`src/rtl/regfile_write_arbiter_if.sv`:
```
// rtl/regfile_write_arbiter_if.sv - requester and write-port bundle for the register-file write arbiter
//
// Purpose: groups the per-requester handshake (valid/ready/addr/data), the
//          pipeline stall and the registered write port into one interface.
// Ports (signals):
//   hold       stall from the pipeline, suppresses grants
//   req_valid  [nreq]        write pending per requester
//   req_addr   [nreq*abits]  requester i address at [i*abits +: abits]
//   req_data   [nreq*bits]   requester i data at [i*bits +: bits]
//   req_lock   [nreq]        lock request per requester (WRARB_LOCK_EN only)
//   req_ready  [nreq]        one-hot grant, combinational
//   wenable/waddr/wdata      registered write port to the register file
// Modports: master = requester/pipeline side, slave = arbiter side.
// Optional feature macro: WRARB_LOCK_EN.

interface regfile_write_arbiter_if #(
  parameter int nreq  = 3,
  parameter int bits  = 4,
  parameter int abits = 3
);
  logic                  hold;
  logic [nreq-1:0]       req_valid;
  logic [nreq*abits-1:0] req_addr;
  logic [nreq*bits-1:0]  req_data;
`ifdef WRARB_LOCK_EN
  logic [nreq-1:0]       req_lock;
`endif
  logic [nreq-1:0]       req_ready;
  logic                  wenable;
  logic [abits-1:0]      waddr;
  logic [bits-1:0]       wdata;

  modport master (
    output hold, req_valid, req_addr, req_data,
`ifdef WRARB_LOCK_EN
    output req_lock,
`endif
    input  req_ready, wenable, waddr, wdata
  );

  modport slave (
    input  hold, req_valid, req_addr, req_data,
`ifdef WRARB_LOCK_EN
    input  req_lock,
`endif
    output req_ready, wenable, waddr, wdata
  );
endinterface

```
`src/rtl/regfile_write_arbiter.sv`:
```
// rtl/regfile_write_arbiter.sv - round-robin arbiter sharing one register-file write port
//
// Purpose: grants at most one of nreq requesters per cycle (round robin from
//          ptr), registers the winning address/data and drives the register
//          file write port one cycle after the grant.
// Ports:
//   clk   system clock, rising edge
//   rstn  asynchronous active-low reset
//   bus   regfile_write_arbiter_if.slave (hold, req_valid/addr/data[/lock],
//         req_ready, wenable, waddr, wdata)
// Optional feature macro: WRARB_LOCK_EN adds req_lock and an ARB/LOCKED FSM
// that keeps the write port dedicated to one owner until it releases.

module regfile_write_arbiter #(
  parameter int nreq  = 3,
  parameter int bits  = 4,
  parameter int abits = 3
) (
  input  logic                     clk,
  input  logic                     rstn,
  regfile_write_arbiter_if.slave   bus
);
  localparam int pw = (nreq > 1) ? $clog2(nreq) : 1;

  logic [pw-1:0]    ptr;
  logic [pw-1:0]    win;
  logic [pw-1:0]    ptr_next;
  logic             found;
  logic             xfer;
  logic [nreq-1:0]  eligible;
  logic [nreq-1:0]  ready_c;
  int               idx;

  logic             wenable_q;
  logic [abits-1:0] waddr_q;
  logic [bits-1:0]  wdata_q;

`ifdef WRARB_LOCK_EN
  typedef enum logic {ARB, LOCKED} state_t;
  state_t          state;
  logic [pw-1:0]   owner;
  logic [nreq-1:0] owner_mask;

  // While locked only the owner may compete; the scan below then picks it or nobody.
  always_comb begin
    owner_mask        = '0;
    owner_mask[owner] = 1'b1;
    eligible          = (state == LOCKED) ? (bus.req_valid & owner_mask) : bus.req_valid;
  end
`else
  assign eligible = bus.req_valid;
`endif

  // Scan ptr, ptr+1, ... modulo nreq; the first eligible requester wins.
  always_comb begin
    found = 1'b0;
    win   = '0;
    idx   = 0;
    for (int k = 0; k < nreq; k++) begin
      idx = int'(ptr) + k;
      if (idx >= nreq) idx = idx - nreq;
      if (!found && eligible[idx]) begin
        found = 1'b1;
        win   = pw'(idx);
      end
    end
  end

  // rstn gates the grant so req_ready is zero for the whole reset interval.
  assign xfer     = rstn & ~bus.hold & found;
  assign ptr_next = (int'(win) == nreq - 1) ? '0 : pw'(int'(win) + 1);

  always_comb begin
    ready_c = '0;
    if (xfer) ready_c[win] = 1'b1;
  end

  always_ff @(posedge clk or negedge rstn) begin
    if (!rstn) begin
      wenable_q <= 1'b0;
      waddr_q   <= '0;
      wdata_q   <= '0;
      ptr       <= '0;
`ifdef WRARB_LOCK_EN
      state     <= ARB;
      owner     <= '0;
`endif
    end else begin
      wenable_q <= xfer;
      if (xfer) begin
        waddr_q <= bus.req_addr[int'(win)*abits +: abits];
        wdata_q <= bus.req_data[int'(win)*bits +: bits];
`ifdef WRARB_LOCK_EN
        // A locking transfer freezes ptr; the releasing one moves it past the owner.
        if (bus.req_lock[win]) begin
          state <= LOCKED;
          owner <= win;
        end else begin
          state <= ARB;
          ptr   <= ptr_next;
        end
`else
        ptr <= ptr_next;
`endif
      end
    end
  end

  assign bus.req_ready = ready_c;
  assign bus.wenable   = wenable_q;
  assign bus.waddr     = waddr_q;
  assign bus.wdata     = wdata_q;
endmodule

```
`src/flat_wrapper.sv`:
```
// flat-port wrapper written by rule: the top's interface ports become plain ports
module regfile_write_arbiter_flat 
#(
  parameter int nreq  = 3,
  parameter int bits  = 4,
  parameter int abits = 3
)
  (clk, rstn, bus_hold, bus_req_valid, bus_req_addr, bus_req_data, bus_req_ready, bus_wenable, bus_waddr, bus_wdata);
  regfile_write_arbiter_if #(.nreq(nreq), .bits(bits), .abits(abits)) bus_i ();
  input  logic clk;
  input  logic rstn;
  input wire logic [$bits(bus_i.hold)-1:0] bus_hold;
  input wire logic [$bits(bus_i.req_valid)-1:0] bus_req_valid;
  input wire logic [$bits(bus_i.req_addr)-1:0] bus_req_addr;
  input wire logic [$bits(bus_i.req_data)-1:0] bus_req_data;
  output wire logic [$bits(bus_i.req_ready)-1:0] bus_req_ready;
  output wire logic [$bits(bus_i.wenable)-1:0] bus_wenable;
  output wire logic [$bits(bus_i.waddr)-1:0] bus_waddr;
  output wire logic [$bits(bus_i.wdata)-1:0] bus_wdata;
  assign bus_i.hold = bus_hold;
  assign bus_i.req_valid = bus_req_valid;
  assign bus_i.req_addr = bus_req_addr;
  assign bus_i.req_data = bus_req_data;
  assign bus_req_ready = bus_i.req_ready;
  assign bus_wenable = bus_i.wenable;
  assign bus_waddr = bus_i.waddr;
  assign bus_wdata = bus_i.wdata;
  regfile_write_arbiter #(.nreq(nreq), .bits(bits), .abits(abits)) u_core (.clk(clk), .rstn(rstn), .bus(bus_i));
endmodule
```
`config.mk`:
```
export PLATFORM = sky130hd
export DESIGN_NAME = regfile_write_arbiter_flat
export DESIGN_NICKNAME = d
export VERILOG_FILES = /design/src/rtl/regfile_write_arbiter_if.sv /design/src/rtl/regfile_write_arbiter.sv /design/src/flat_wrapper.sv
export SDC_FILE = /design/constraint.sdc
export NUM_CORES = 1
export LEC_CHECK = 0
export ABC_AREA = 0
export BUFFER_PORTS_ARGS = -buffer_cell sky130_fd_sc_hd__clkbuf_2
export CAP_MARGIN = 20
export CORE_ASPECT_RATIO = 1.2
export CORE_MARGIN = 10
export CORE_UTILIZATION = 47
export CTS_CLUSTER_SIZE = 20
export DETAILED_ROUTE_END_ITERATION = 12
export GPL_ROUTABILITY_DRIVEN = 0
export GPL_TIMING_DRIVEN = 0
export PLACE_DENSITY_LB_ADDON = 0.25
export SYNTH_ARGS = -nofsm -noshare
export SYNTH_HDL_FRONTEND = slang
export SYNTH_SLANG_ARGS = --single-unit
```
`constraint.sdc`:
```
create_clock -name clk -period 4.8 [get_ports clk]
set_input_delay 0 -clock clk [delete_from_list [all_inputs] [get_ports clk]]
set_output_delay 0 -clock clk [all_outputs]
set_load 0.01 [all_outputs]
```
Yosys cells after proc, flatten, opt, wreduce, memory -nomap -nowiden
Index checks and enable logic that the tools add are counted.
W data, S select, Z words.
{"block": "totals", "mem_count": 0, "regBits": 10, "ram_bits": 0, "romBits": 0, "elab_cells": 52, "latch_bits": 0, "out_inout_bits": 11, "in_bits": 27}
{"block": "classes", "eq_ne": 1, "shifts": 2, "multipliers": 1, "magnitude_cmp": 8, "bitwise": 3, "n_mux": 22, "add_sub_neg": 6, "n_reduce_logical": 5, "n_div": 0}
{"cell": "$lt A32 B4 Y1 const B", "n": 3}
{"cell": "$mux W32", "n": 3}
{"cell": "$ge A32 B3 Y1 const B", "n": 2}
{"cell": "$sub A32 B3 Y32 const B", "n": 2}
{"cell": "$shiftx A9 B32 Y3", "n": 1}
{"cell": "$shiftx A12 B5 Y4", "n": 1}
{"cell": "$mux W1", "n": 10}
{"cell": "$mux W2", "n": 4}
{"cell": "$bmux W1 S2", "n": 3}
{"cell": "$mul A2 B2 Y4 const B", "n": 1}
{"cell": "$add A2 B1 Y3 const B", "n": 1}
{"cell": "$add A2 B2 Y3 const B", "n": 1}
{"cell": "$logic_and A1 B1 Y1", "n": 3}
{"cell": "$lt A2 B3 Y1 const B", "n": 1}
{"cell": "$mux W3", "n": 1}
{"cell": "$sub A2 B2 Y3 const B", "n": 1}
{"cell": "$add A2 B1 Y2 const B", "n": 1}
{"cell": "$and A1 B1 Y1", "n": 2}
{"cell": "$demux W1 S2", "n": 1}
{"cell": "$eq A2 B2 Y1 const B", "n": 1}
{"cell": "$ge A2 B1 Y1 const B", "n": 1}
{"cell": "$ge A2 B2 Y1 const B", "n": 1}
{"cell": "$logic_not A1 Y1", "n": 2}
{"cell": "$not A1 Y1", "n": 1}

Depth between registers and ports, before layout
Gate-level depths: netlist of the first run.
{"block": "depth", "ltp_word": 17, "mapped_depth": 9, "depth_no_buf": 7}

Worst setup path after synthesis of the first run
No wires, ideal clock.
{"block": "synth_path", "path_type": "flip-flop to flip-flop", "from": "register u_core.ptr[1]", "to": "register u_core.waddr_q[0] (netlist: u_core.bus.waddr[0])", "setup_ps": 132, "arrival_time_ps": 2047, "required_ps": 4668, "path_stages_with_launch": 8, "n_path_buf": 0, "slack_ps": 2622, "period_less_slack_ps": 2178, "path_cell_list": "dfrtp_1 inv_1 ha_1 mux2_4 mux2i_4 mux2i_4 mux2i_1 o221ai_2"}
{"block": "synth_between", "elab_chain_len": 14, "elab_cells_between_ends": 33, "cone_classes": "add/sub (5); mul (1); order compare (3); shift (1); mux (18); bitwise (1); reduce/logical (4)"}
{"element": "from (decl)", "line": "regfile_write_arbiter.sv:25", "rtl": "logic [pw-1:0] ptr;"}
{"element": "from (signal assigned)", "line": "regfile_write_arbiter.sv:103", "rtl": "ptr <= ptr_next;"}
{"element": "branches (longest 14 deep; another with $sub A32 B3 Y32)"}
{"element": "to (signal assigned)", "line": "regfile_write_arbiter.sv:91", "rtl": "waddr_q <= bus.req_addr[int'(win)*abits +: abits];"}
{"element": "to (decl)", "line": "regfile_write_arbiter.sv:35", "rtl": "logic [abits-1:0] waddr_q;"}
Several ways; the timed one is not identified. The select of a mux whose other input is x is not followed.
A chain may end at the register's enable or synchronous reset.

Worst setup path after layout of the first run
{"block": "layout_path", "from": "register u_core.ptr[0]", "to": "output port bus_req_ready[0]"}
{"block": "layout_between", "elab_chain_len": 17, "elab_cells_between_ends": 37, "cone_classes": "add/sub (5); order compare (5); mux (21); bitwise (1); reduce/logical (5)"}
{"element": "branches (longest 16 deep; another with $sub A32 B3 Y32)"}
{"element": "$mux W3 *", "line": "regfile_write_arbiter.sv:75", "rtl": "if (xfer) ready_c[win] = 1'b1;"}
{"element": "to (decl)", "line": "flat_wrapper.sv:16", "rtl": "output wire logic [$bits(bus_i.req_ready)-1:0] bus_req_ready;"}
Mark *: on every way between the ends. The select of a mux whose other input is x is not followed.

==> flow_metrics.tcl, run 1 <==
set metrics [dict create \
    synth_area_per_cell_um2 10.3 \
    synthAdderAreaFrac_pct 5.58 \
    hold_end "u_core.bus.waddr[0]" \
    ir_drop_mv 0.368 \
    yosysWarnings 0 \
    hold_slack_ns 0.00569 \
    first_global_vias 894 \
    p_sw_mw 0.291 \
    yosysTopAreaCell "dfrtp_1" \
    io_pins 38 \
    final.setup_skew_ns 0.00628 \
    seqPwrFrac_pct 21.7 \
    place_inst 143 \
    status "completed" \
    syn-num-nets 118 \
    synthXorXnorAreaFrac_pct 0 \
    finalSetupTns_ns 0 \
    rsz0062_at_grt "no" \
    worst_pin_slew_ns 0.434 \
    grt_usage_pct 11.6 \
    max-slew-margin-rel_pct 70.4 \
    drv_slew 0 \
    synth-seq-cells 10 \
    critPathLaunchType "flip-flop" \
    die_h_um 67.9 \
    min_period_over_period_pct 54.4 \
    critPathRequiredTime_ns 4.80 \
    dieArea_um2 4060 \
    seq_area_frac_synth_pct 27.9 \
    clkTransAtPathRegs_ns 0.07 \
    min_period_ns 2.61 \
    max_cap_viol_count 0 \
    muxShareOfSynthArea_pct 18.1 \
    numCtsBuffers 3 \
    nFillCells 166 \
    synth_top_family_by_area "compound AO/OA/AOI/OAI gates" \
    p_leak_nw 0.604 \
    syn_inst 87 \
    worstRegToRegCells 7 \
    crit_type "reg -> out" \
    final_antenna_net_count 0 \
    hp-class "in -> reg" \
    start_util_pct 49.0 \
    multiInputGateArea_um2 548 \
    pwr-share-clk_pct 8.6 \
    insertion_delay_ns 0.26 \
    combinationalPowerShare_pct 69.6 \
    internal_power_mw 0.363 \
    r2r_slack_ns 2.41 \
    seq_area_um2 250 \
    cts_sinks 10 \
    r2r-end "u_core.bus.waddr[1]" \
    finalSetupViolations 0 \
    synthSimpleGateAreaFrac_pct 11.6 \
    synth_area_leaders "dfrtp_1 (28%), o221ai_2 (12%), mux2i_1 (8.9%)" \
    grt_pass1_wl_um 3830 \
    r2r-start "u_core.ptr[1]" \
    cp_max_fo 10 \
    io_buffers 37 \
    achievable-frequency_mhz 383 \
    first_pass_iters 4 \
    hold_viol 0 \
    cts_root_buf "clkbuf_4" \
    htree_levels 1 \
    wire_per_inst_um 15.1 \
    viasPerCell 5.33 \
    fp-row-count 17 \
    final_nets 161 \
    diodes 0 \
    holdCritStartpoint "bus_req_addr[6]" \
    syn2layout_area_growth_pct 26.9 \
    yosysTopAreaCellShare_pct 27.9 \
    dp.final_hpwl_um 1900 \
    die_width_um 59.9 \
    min_delay_path_depth 3 \
    arrival_ns 2.61 \
    powerDensity_nw_per_um2 574 \
    route.detailed.drc 0 \
    grt_max_degree 12 \
    synth_cell_type_count 31 \
    coreArea_um2 1830 \
    wl_um 2220 \
    vias 784 \
    syn-cell-area_um2 897 \
    overflow 0 \
    antenna_found_initial 0 \
    synth_compound_area_share_pct 25.8 \
    p_sw_share_pct 44.5 \
    drt_iter0_drc 13 \
    tritoncts "done" \
    clock_path_buffers 2 \
    instances_no_fill 147 \
    worst_setup_path_end_kind "primary output" \
    cts.repair.resized 0 \
    drive_gt1_share_pct 47.7 \
]
==> sequential cells by signal, summed over array words and instances, names as in the netlist <==
signal              flops
u_core.bus.waddr        3
u_core.bus.wenable      1
u_core.ptr              2
u_core.bus.wdata        4
==> synth_stat cells (all sizes together) <==
| library cell | instances |
|---|---|
| a21bo | 1 |
| inv | 15 |
| nand2 | 9 |
| o311ai | 2 |
| a32o | 2 |
| dfrtp | 10 |
| or2 | 1 |
| a21oi | 1 |
| o31ai | 1 |
| o221ai | 7 |
| and2 | 1 |
| a211oi | 1 |
| o22ai | 1 |
| buf | 3 |
| mux2 | 3 |
| nor2b | 1 |
| nand2b | 2 |
| a31o | 1 |
| clkbuf | 2 |
| ha | 4 |
| nor2 | 1 |
| or4 | 1 |
| nand4b | 1 |
| o21ai | 3 |
| mux2i | 10 |
| nand3b | 2 |
| o21a | 1 |
==> metrics by stage <==
step                setup slack, ns  instance area, um^2  utilization (%)  power [mW]
floorplan                      2.62                  897                -       0.494
global placement               2.42                 1110             60.5       0.590
detailed placement             2.38                 1110             60.5       0.605
CTS                            2.16                 1140             62.2       0.663
global route                   1.95                 1140             62.2       0.714
finish                         2.19                 1140             62.2       0.654
==> worst max path at each step <==
stage,endpoint,from,slack (ns),cells past startpoint
4_1_cts,bus_req_ready[0],u_core.ptr[0],2.16,10
3_5_place_dp,u_core.bus.wdata[1],u_core.ptr[1],2.38,7
3_3_place_gp,u_core.bus.waddr[1],u_core.ptr[1],2.42,7
2_1_floorplan,u_core.bus.waddr[0],u_core.ptr[1],2.62,7
5_1_grt,bus_req_ready[0],u_core.ptr[0],1.95,10
6_report,bus_req_ready[0],u_core.ptr[0],2.19,10
==> critical path, stage by stage (launching register included) <==
cell	delay [ns]
dfrtp_1	0.37
inv_1	0.08
ha_1	0.27
clkbuf_1	0.34
nand3b_1	0.22
a21bo_4	0.24
o311ai_2	0.13
or2_1	0.27
buf_6	0.15
a21oi_1	0.13
clkbuf_2	0.15
==> cell type report <==
class / count / area share [%]
multi-input combinational: 57 / 48.1
sequential: 10 / 22.0
timing repair buffer: 38 / 17.1
inverter: 15 / 4.95
buffer: 5 / 3.74
tap: 19 / 2.09
clock buffer: 3 / 1.98
==> power by group through the flow <==
stage	logic [mW]	registers, mW	clock network, mW
floorplan	0.337	0.156	0
global placement	0.447	0.143	0
detailed placement	0.462	0.143	0
CTS	0.463	0.143	0.0571
global route	0.504	0.149	0.0606
finish	0.455	0.142	0.0564
==> logic make-up (layout without fill, tap and decap cells) <==
group,Yosys count,count (layout)
mux,13,13
flops,10,10
fa+ha+maj,4,4
buf+inv,20,61
simple gates,19,19
compound gates,21,21
==> cells in the final DEF (no fill, tap or decap), types with 2 or more instances in the layout <==
| master | Yosys | routed |
|---|---|---|
| ha_1 | 4 | 4 |
| clkbuf_4 | 0 | 3 |
| a32o_1 | 2 | 2 |
| inv_1 | 14 | 14 |
| o21ai_0 | 3 | 3 |
| mux2i_1 | 8 | 8 |
| clkbuf_2 | 1 | 38 |
| nand2_1 | 9 | 9 |
| o311ai_2 | 2 | 2 |
| nand2b_1 | 2 | 2 |
| buf_6 | 3 | 3 |
| mux2i_4 | 2 | 2 |
| dfrtp_1 | 10 | 10 |
| nand3b_1 | 2 | 2 |
| o221ai_2 | 7 | 7 |
| mux2_2 | 2 | 2 |
==> per-layer routing <==
metal / up-vias / wire length, um / GRT usage [%]
li1: 394 / - / -
met1: 361 / 934 / 13.4
met2: 25 / 1130 / 19.8
met3: 4 / 129 / 3.15
met4: 0 / 30 / 4.21
met5: - / 0 / 0
==> timing repair <==
action | in CTS | in global routing
endpoints found under the hold margin | 10 | 0
setup buffers | 0 | 0
setup endpoints to repair | 0 | 0
hold buffers | 1 | 0
No activity file was read; power rests on OpenSTA's default activity.
==> run 2: changes to the inputs <==
Settings changed: CORE_UTILIZATION 47 to 42.
Clock period 4.8 ns to 2.3 ns, I/O delays scaled along.
==> run 2 against run 1 <==
Global-route usage down 0.57 points. Flip-flop and latch count unchanged. Combinational power rose to 2.7 times the previous value. First-iteration DRC count down 38%. Die area up 8.1%. Sequential share of layout area fell by 2.7 points. Critical path depth shrank 2. Register-to-register slack got worse by 2.4 ns. Design area up 14%. Hold slack improved by 0.0061 ns. Largest power group unchanged. Highest routed layer unchanged.
==> flow_metrics.tcl, run 2 (synthesized netlist as in run 1, its figures left out) <==
set metrics [dict create \
    status "completed" \
    overflow 0 \
    max_cap_viol_count 0 \
    first_pass_iters 4 \
    wirelength_met1_um 1030 \
    wl_met3_um 149 \
    final_antenna_net_count 0 \
    wire_per_inst_um 14.7 \
    clkTransAtPathRegs_ns 0.07 \
    hp-class "in -> reg" \
    cts_sinks 10 \
    viasPerCell 4.96 \
    drt_iter0_drc 8 \
    r2r-end "u_core.bus.waddr[2]" \
    r2r-start "u_core.ptr[0]" \
    htree_levels 1 \
    largest_register_ffs 4 \
    numCtsBuffers 3 \
    cp-endpoint "bus_req_ready[0]" \
    grt_pass1_wl_um 4100 \
    utilization_pct 63.5 \
    nFillCells 182 \
    worst_setup_path_end_kind "primary output" \
    arrival_ns 2.28 \
    start_util_pct 43.8 \
    p_leak_nw 0.671 \
    p_total_mw 1.68 \
    startpoint "u_core.ptr[0]" \
    finalSetupViolations 0 \
    vias 828 \
    placed_area_um2 1120 \
    achievable-frequency_mhz 439 \
    first_global_vias 908 \
    coreArea_um2 2050 \
    insertion_delay_ns 0.26 \
    grt_usage_pct 11.0 \
    dieArea_um2 4390 \
    ir_drop_mv 0.600 \
    powerDensity_nw_per_um2 1290 \
    wl_um 2460 \
    min_period_over_period_pct 99.0 \
    clock_path_buffers 2 \
    fin_area_um2 1300 \
    rsz0062_at_grt "yes" \
    dp.final_hpwl_um 1890 \
    tritoncts "done" \
    cts_root_buf "clkbuf_4" \
    final_nets 169 \
    drive_gt1_share_pct 58.4 \
    worst_pin_slew_ns 0.325 \
    io_pins 38 \
    hold_viol 0 \
    drv_slew 0 \
    max-slew-margin-rel_pct 78.3 \
    crit_type "reg -> out" \
    instances_no_fill 167 \
    min_period_ns 2.28 \
    syn2layout_area_growth_pct 45.0 \
    topRoutingLayerUsed "met4" \
    fp-row-count 18 \
    die_h_um 70.6 \
    final.setup_skew_ns 0.00109 \
    place_inst 154 \
    critPathRequiredTime_ns 2.30 \
    diodes 0 \
    mostFrequentLayoutCells "clkbuf_2 (36), inv_1 (12), buf_4 (10), nand2_1 (9), dfrtp_1 (9)" \
    route.detailed.drc 0 \
    grt_max_degree 12 \
    critPathLaunchType "flip-flop" \
    r2r_slack_ns 0.04 \
    io_buffers 37 \
    worstRegToRegCells 8 \
    dr_wl_met2_um 1250 \
    die_width_um 62.2 \
    antenna_found_initial 0 \
    layout_commonest_cell "clkbuf_2" \
    cp_max_fo 4 \
]
-- run 2: report_power, final --
part / switching, mW / total (mW) / internal (mW)
Sequential: 0.0515 / 0.307 / 0.256
Clock: 0.0609 / 0.157 / 0.0961
Combinational: 0.589 / 1.21 / 0.624
Total: 0.702 / 1.68 / 0.976
-- run 2: final cells by class --
cell class	instances	area (um^2)	area share [%]
Buffer	2	22.5	1.73
Clock buffer	4	36.3	2.79
Inverter	15	56.3	4.33
Multi-Input combinational cell	57	607	46.6
Sequential cell	10	251	19.3
Tap cell	30	37.5	2.88
Timing Repair Buffer	49	290	22.3
-- run 2: what timing repair did --
action	in CTS	in global routing
pin swaps	5	3
buffers inserted	5	6
gates resized for setup	12	4
hold buffers	1	0
endpoints found under the hold margin	10	0
setup endpoints to repair	12	10
-- run 2: how the worst min path moves through the flow --
stage,depth (start not counted),startpoint,endpoint,slack [ns]
finish,3,bus_req_data[10],u_core.bus.wdata[2],0.01
global route,3,bus_req_data[10],u_core.bus.wdata[2],0.005
CTS,3,bus_req_addr[6],u_core.bus.waddr[0],0.007
detailed placement,1,rstn,u_core.bus.waddr[2],-0.11
global placement,1,rstn,u_core.bus.wdata[2],-0.10
floorplan,0,rstn,u_core.bus.waddr[0],-0.30
-- run 2: metrics by stage --
| step | setup WS, ns | TNS [ns] | hold slack (ns) |
|---|---|---|---|
| finish | 0.0227 | 0 | 0.0118 |
| floorplan | 0.122 | 0 | -0.296 |
| CTS | 0.000160 | 0 | 0.00698 |
| global placement | -0.0864 | -0.530 | -0.104 |
| global route | -0.0787 | -0.431 | 0.00494 |
| detailed placement | -0.141 | -1.07 | -0.109 |
-- run 2: worst max-delay path: stages (launching register included) --
cell and delay (ns):
dfrtp_2 0.44, ha_4 0.19, mux2_4 0.33, mux2_4 0.30, o311ai_4 0.32, or2_1 0.17, buf_6 0.11, a21oi_2 0.03
clkbuf_2 0.13
-- run 2: routing by layer --
metal  track usage, %  vias up
met5                0        -
met4             4.58        0
met3             2.99        5
met2             19.1       29
met1             12.4      384
li1                 -      410
